## src/rtl/move_scheduler.sv

```systemverilog
// Move pacing and direction sequencing between keyboard_driver and the snake engine.
// Keys become queued directions; one move request is issued per period over req/ack.
module move_scheduler #(
  parameter int SLOW_PERIOD = 25_000_000,
  parameter int FAST_PERIOD = 6_250_000,
  parameter int TURBO_MOVES = 16
) (
  input  logic       clk,
  input  logic       rst,
  input  logic [7:0] key,
  input  logic       turbo_button,
  input  logic       enable,
  input  logic       move_ack,
  output logic       move_req,
  output logic [2:0] dir,
  output logic       turbo_active
);

  localparam int MAX_P = (SLOW_PERIOD > FAST_PERIOD) ? SLOW_PERIOD : FAST_PERIOD;
  localparam int CW    = $clog2(MAX_P) + 1;

  typedef enum logic [1:0] {IDLE, COUNT, REQ} state_t;

  state_t          state_reg;
  logic [CW-1:0]   cnt_reg;
  logic [2:0]      q_reg [0:1];
  logic [2:0]      q_next [0:1];
  logic [1:0]      q_count_reg, q_count_next;
  logic [2:0]      dir_reg, dir_next;
  logic            move_req_reg;
  logic [7:0]      turbo_cnt_reg;
  logic            turbo_active_reg;
  logic [7:0]      key_prev_reg;
  logic            turbo_prev_reg;

  logic            key_valid;
  logic [2:0]      key_dir;
  logic [CW-1:0]   period_m1;
  logic            fire, pop, accept, push, turbo_rise;
  logic [1:0]      count_a;
  logic [2:0]      a0, a1, tail;

  // Numpad layout: 6 is right, then counter-clockwise around the keypad.
  always_comb begin
    key_valid = 1'b1;
    key_dir   = 3'd0;
    case (key)
      8'h36: key_dir = 3'd0;
      8'h39: key_dir = 3'd1;
      8'h38: key_dir = 3'd2;
      8'h37: key_dir = 3'd3;
      8'h34: key_dir = 3'd4;
      8'h31: key_dir = 3'd5;
      8'h32: key_dir = 3'd6;
      8'h33: key_dir = 3'd7;
      default: key_valid = 1'b0;
    endcase
  end

  assign period_m1  = (turbo_cnt_reg != 8'd0) ? CW'(FAST_PERIOD - 1) : CW'(SLOW_PERIOD - 1);
  assign fire       = (state_reg == COUNT) && enable && (cnt_reg == period_m1);
  assign pop        = fire && (q_count_reg != 2'd0);
  assign accept     = (state_reg == REQ) && enable && move_ack;
  assign turbo_rise = turbo_button && !turbo_prev_reg;

  // Pop is applied first; the push sees the post-pop queue and the post-pop dir.
  always_comb begin
    a0       = pop ? q_reg[1] : q_reg[0];
    a1       = q_reg[1];
    count_a  = q_count_reg - 2'(pop);
    dir_next = pop ? q_reg[0] : dir_reg;
    if (count_a == 2'd0)      tail = dir_next;
    else if (count_a == 2'd1) tail = a0;
    else                      tail = a1;
    push = enable && key_valid && (key != key_prev_reg) && (key_dir != tail) &&
           (key_dir != (tail ^ 3'd4)) && (count_a != 2'd2);
    q_next[0] = a0;
    q_next[1] = a1;
    if (push) begin
      if (count_a == 2'd0) q_next[0] = key_dir;
      else                 q_next[1] = key_dir;
    end
    q_count_next = enable ? (count_a + 2'(push)) : 2'd0;
  end

  generate
    for (genvar gi = 0; gi < 2; gi++) begin : g_queue
      always_ff @(posedge clk) begin
        if (rst) q_reg[gi] <= 3'd0;
        else     q_reg[gi] <= q_next[gi];
      end
    end
  endgenerate

  always_ff @(posedge clk) begin
    if (rst) begin
      state_reg        <= IDLE;
      cnt_reg          <= '0;
      q_count_reg      <= 2'd0;
      dir_reg          <= 3'd4;
      move_req_reg     <= 1'b0;
      turbo_cnt_reg    <= 8'd0;
      turbo_active_reg <= 1'b0;
      key_prev_reg     <= 8'h34;
      turbo_prev_reg   <= 1'b0;
    end else begin
      q_count_reg      <= q_count_next;
      dir_reg          <= dir_next;
      key_prev_reg     <= key;
      turbo_prev_reg   <= turbo_button;
      turbo_active_reg <= (turbo_cnt_reg != 8'd0);
      if (turbo_rise)
        turbo_cnt_reg <= 8'(TURBO_MOVES);
      else if (accept && (turbo_cnt_reg != 8'd0))
        turbo_cnt_reg <= turbo_cnt_reg - 8'd1;

      if (!enable) begin
        state_reg    <= IDLE;
        cnt_reg      <= '0;
        move_req_reg <= 1'b0;
      end else begin
        case (state_reg)
          IDLE: begin
            state_reg <= COUNT;
            cnt_reg   <= '0;
          end
          COUNT: begin
            if (fire) begin
              state_reg    <= REQ;
              cnt_reg      <= '0;
              move_req_reg <= 1'b1;
            end else begin
              cnt_reg <= cnt_reg + CW'(1);
            end
          end
          REQ: begin
            if (move_ack) begin
              state_reg    <= COUNT;
              cnt_reg      <= '0;
              move_req_reg <= 1'b0;
            end
          end
          default: begin
            state_reg    <= IDLE;
            cnt_reg      <= '0;
            move_req_reg <= 1'b0;
          end
        endcase
      end
    end
  end

  assign move_req     = move_req_reg;
  assign dir          = dir_reg;
  assign turbo_active = turbo_active_reg;

endmodule

```

## config.mk

```make
export PLATFORM = sky130hd
export DESIGN_NAME = move_scheduler
export DESIGN_NICKNAME = d
export VERILOG_FILES = /design/src/rtl/move_scheduler.sv
export SDC_FILE = /design/constraint.sdc
export NUM_CORES = 1
export LEC_CHECK = 0
export BUFFER_PORTS_ARGS = -buffer_cell sky130_fd_sc_hd__buf_2
export CAP_MARGIN = 25
export CORE_UTILIZATION = 50
export DETAILED_ROUTE_END_ITERATION = 7
export PLACE_DENSITY = 0.68
export SLEW_MARGIN = 20
export SYNTH_ARGS = -nofsm -noshare
export SYNTH_HDL_FRONTEND = slang
export SYNTH_SLANG_ARGS = --single-unit
```

## constraint.sdc

```tcl
create_clock -name clk -period 10.28 [get_ports clk]
set_input_delay 0 -clock clk [delete_from_list [all_inputs] [get_ports clk]]
set_output_delay 0 -clock clk [all_outputs]
set_load 0.02 [all_outputs]
```

### Yosys cells after proc, flatten, opt, wreduce, memory -nomap -nowiden

Memory sizes are Yosys's and may differ from the RTL's.
Cells that the tools add are included.

| word-level totals | value |
|---|---|
| output and inout bits | 5 |
| input bits | 13 |
| logic and storage cells | 87 |
| memory bits (writable) | 6 |
| memories | 1 |
| bits in registers | 52 |

Memory list:

| memory | words | bits a word | read ports | clocked after memory_dff | write ports | RTL line | source |
|---|---|---|---|---|---|---|---|
| q_reg | 2 | 3 | 2 | 0 | 2 | 26 | `logic [2:0] q_reg [0:1];` |

| cells by class | value |
|---|---|
| $add $sub $neg | 4 |
| equality and inequality tests | 18 |
| reductions and logical operators | 23 |
| bitwise gates (word level) | 5 |
| multiplexer cells | 26 |

Operator list:

| operator | count |
|---|---|
| == test 8 x 6 -> 1 bit, second input constant | 8 |
| two-way mux 26 bit | 2 |
| case mux 26 bit (2 select lines) | 1 |
| adder 26 x 1 -> 26 bit, second input constant | 1 |
| == test 26 x 25 -> 1 bit | 1 |
| two-way mux 25 bit | 1 |
| two-way mux 3 bit | 8 |
| case mux 3 bit (7 select lines) | 1 |
| logical AND 1 bit | 12 |
| two-way mux 5 bit | 2 |
| != test 8 bit | 1 |
| nonzero test 8 bit | 1 |
| OR reduction 8 bit | 1 |
| subtractor 8 x 1 -> 8 bit, second input constant | 1 |
| two-way mux 1 bit | 6 |
| two-way mux 6 bit | 1 |
| != test 2 bit, second input constant | 3 |
| != test 3 bit | 2 |
| case mux 2 bit (3 select lines) | 1 |
| == test 2 x 1 -> 1 bit, second input constant | 2 |
| zero test 2 bit | 2 |
| two-way mux 2 bit | 2 |
| nonzero test 2 bit | 2 |
| OR reduction 2 bit | 2 |
| other kinds (9) | 12 |

### Logic depth before layout (Yosys ltp)

| depth | value |
|---|---|
| depth in word-level cells | 15 |
| depth in mapped cells | 17 |
| depth with buffers taken out | 16 |

### Worst setup path before layout

OpenSTA, ideal clock, no wires.

| timing | value |
|---|---|
| path type | register to register |
| from | register cnt_reg[17] |
| to | memory q_reg[0][1] |
| required time | 10.159 ns |
| arrival | 3.350 ns |
| period minus slack after synthesis | 3.472 ns |
| path buffers | 1 |
| cell stages (with the launch flop) | 15 |
| library setup time | 0.121 ns |
| setup slack | 6.808 ns |
| cell sequence | dfxtp_1 nand4bb_1 or4_1 mux2i_1 o2111a_2 buf_8 ha_1 xnor2_1 nand2_1 o22ai_1 mux2_2 nor2_1 xnor2_2 a211o_1 mux2_4 |

RTL lines:

| item | RTL line | source |
|---|---|---|
| start: declaration | 25 | `logic [CW-1:0] cnt_reg;` |
| start signal: assignment | 133 | `cnt_reg <= cnt_reg + CW'(1);` |
| end: declaration | 26 |  |

==> results.sh <==
export IMPL_ys_ff_latch=58
export IMPL_power_leakage_uw=0.00120
export IMPL_cts_setup_buffers=0
export IMPL_crit_fanout=12
export IMPL_post_route_period_util_pct=38.1
export IMPL_cts_sinks=58
export IMPL_period_minus_slack_ps=3920
export IMPL_cp_end_kind="register"
export IMPL_p_int_uw=354
export IMPL_p_sw_share_pct=22.5
export IMPL_r2r_cells=13
export IMPL_largest_reg_flops=26
export IMPL_max_clock_path_buffers=2
export IMPL_async_reset_ff_share_pct=0
export IMPL_clockPowerShare_pct=45.5
export IMPL_worstSetupPathDepth=13
export IMPL_hold_viol_final=0
export IMPL_viasPerCell=5.35
export IMPL_cp_start_kind="register"
export IMPL_vias=2315
export IMPL_cp_top_family="simple AND/OR/NAND/NOR gates"
export IMPL_drive_gt1_share_pct=12.5
export IMPL_max_slew_margin_pct=37.8
export IMPL_final_common_cell="dfxtp_1"
export IMPL_placementRows=27
export IMPL_grt_max_degree=26
export IMPL_worstPathCellList="nor4_1 > nand3_1 > mux2i_1 > o2111a_2 > ha_1 > xnor2_1 > nand2_1 > o22ai_1 > mux2_2 > nor2_1 > xnor2_2 > a211o_1 > mux2_4"
export IMPL_clk_pin_slew_ps=60
export IMPL_worst_slack_ps=6360
export IMPL_gr_total_overflow=0
export IMPL_rrSetupSlack_ps=6360
export IMPL_seq_power_share_pct=50.1
export IMPL_critical_path_max_stage_delay_ps=470
export IMPL_crit_slowest_cell="nor4_1"
export IMPL_post_drt_wl_per_cell_microns=12.9
export IMPL_io_pins=18
export IMPL_place_ws_ps=6390
export IMPL_holdWs_ps=88.6
export IMPL_die_area_sq_um=6010
export IMPL_cts_made_buffers=9
export IMPL_yosys_warnings=0
export IMPL_rsz0062_at_grt="no"
export IMPL_most_common_layout_cells="58 x dfxtp_1, 55 x nor2_1, 29 x nand2_1, 29 x xor2_1, 17 x buf_2"
export IMPL_setup_viol=0
export IMPL_drc=0
export IMPL_ys_types=44
export IMPL_nets=373
export IMPL_worstSetupEndpoint="q_reg[0][1]"
export IMPL_placed_area_sq_um=2980
export IMPL_slew_violations=0
export IMPL_cts_root_buf="clkbuf_8"
export IMPL_dr_pass1_iters=4
export IMPL_power_density_nw_per_um2=140
export IMPL_pwr_share_comb_pct=4.4
export IMPL_crit_start="turbo_cnt_reg[3]"
export IMPL_max_clock_freq_ghz=0.255
export IMPL_port_buffers=17
export IMPL_cts_resized=0
export IMPL_grt_pass1_vias=2136
export IMPL_finalSetupTns_ps=0
export IMPL_hold_buffers=10
export IMPL_syn_nets=345
export IMPL_netlist_area_sq_um=2850
export IMPL_hold_class="input port to register"
export IMPL_r2r_start="turbo_cnt_reg[3]"
export IMPL_r2r_end="q_reg[0][1]"
export IMPL_whs_path_depth=2
export IMPL_required_ps=10510
export IMPL_synth_ff_type="dfxtp_1"
export IMPL_syn_avg_cell_area_sq_um=8.70
export IMPL_die_height_microns=77.5
export IMPL_grt_pass1_wl_mm=9.64
export IMPL_track_usage_pct=20.3
export IMPL_drv_cap=0
export IMPL_antenna_found_initial=0
export IMPL_clock_latency_ps=340
export IMPL_cts_tree="built"
export IMPL_cp_num_buf_inv=0
export IMPL_synth_edf_count=0
export IMPL_gp_congestion=0.805
export IMPL_ant_nets=0
export IMPL_critical_path_class="register to register"
export IMPL_vdd_drop_max_mv=0.0861
export IMPL_dp_hpwl_mm=3.83
export IMPL_outcome="finished clean"
export IMPL_initial_core_util_pct=51.8
export IMPL_worstPathArrival_ps=4150
export IMPL_skew_ps=8.44
export IMPL_finalWirelength_mm=5.58
export IMPL_core_sq_um=5510
export IMPL_drtIter0Drc=142
export IMPL_syn_inst=328
export IMPL_antenna_cells=0
export IMPL_die_w_microns=77.5
export IMPL_switching_power_uw=103
export IMPL_syn_to_final_growth_pct=14.7
export IMPL_htree_levels=3
export IMPL_worst_pin_slew_ps=920
export IMPL_yosysSeqAreaShare_pct=40.7
export IMPL_design_area_sq_um=3270
-- final cells by class --
class	count	area (sq um)
tap	72	90.1
sequential	58	1160
clock buffer	11	141
multi-input combinational	250	1600
fill	479	2230
timing repair buffer	27	185
clock inverter	5	53.8
inverter	10	37.5
-- layer usage --
layer / up-vias / wire [microns] / part of all wire [%] / GRT usage, %
li1: 1186 / - / - / -
met1: 1071 / 2820 / 50 / 26.9
met2: 45 / 2430 / 44 / 30.7
met3: 13 / 206 / 3.7 / 5.06
met4: 0 / 126 / 2.3 / 9.81
met5: - / 0 / 0 / 0
-- worst min path at each step --
stage / startpoint / slack (ps) / to
floorplan: key[4] / 110 / key_prev_reg[4]
global placement: key[4] / 230 / key_prev_reg[4]
detailed placement: key[4] / 230 / key_prev_reg[4]
CTS: rst / 80 / key_prev_reg[0]
global route: rst / 120 / key_prev_reg[0]
finish: rst / 90 / key_prev_reg[0]
-- power by group through the flow --
stage | clock, uW | combinational, uW | sequential (uW)
after CTS | 213 | 20.1 | 229
final | 208 | 20.1 | 229
after floorplan | 0 | 11.6 | 234
after global placement | 0 | 16.9 | 234
after detailed placement | 0 | 17.1 | 234
after global routing | 223 | 22.6 | 229
-- cell families (layout without fill, tap and decap cells) --
family / after synthesis / after routing / synth area share, %
mux: 13 / 13 / 5.04
fa+ha+maj: 4 / 4 / 1.75
xor+xnor: 44 / 44 / 14.0
flops: 58 / 58 / 40.7
compound gates: 39 / 39 / 9.12
simple gates: 150 / 150 / 26.3
buf+inv: 20 / 53 / 3.07
-- through the flow --
stage	cells	util [%]	power (uW)
2_1_floorplan	328	-	246
5_1_grt	433	59.4	474
4_1_cts	433	59.4	462
3_5_place_dp	407	54.1	251
3_3_place_gp	407	54.1	251
6_report	433	59.4	457
-- cell usage after synthesis (all sizes together), types with 3 or more instances --
cell type  count  area share [%]
nor4b          4             1.2
mux2           5             2.2
and3           4            0.88
nor2b          9             2.0
a211o          3            0.92
nand3          8             1.4
a21oi         12             2.1
xnor2         15             5.1
o21ai         11             1.9
mux2i          8             2.8
nor2          55             7.2
xor2          29             8.9
nand2b         4            0.88
nand4          8             1.8
ha             4             1.8
nor4           5             1.1
inv           10             1.3
dfxtp         58              41
a31oi          4            0.88
nor3           8             1.4
clkbuf         8             1.1
or2            3            0.66
nand2         30             4.2
Note: power is estimated with default switching activity, not from simulation.
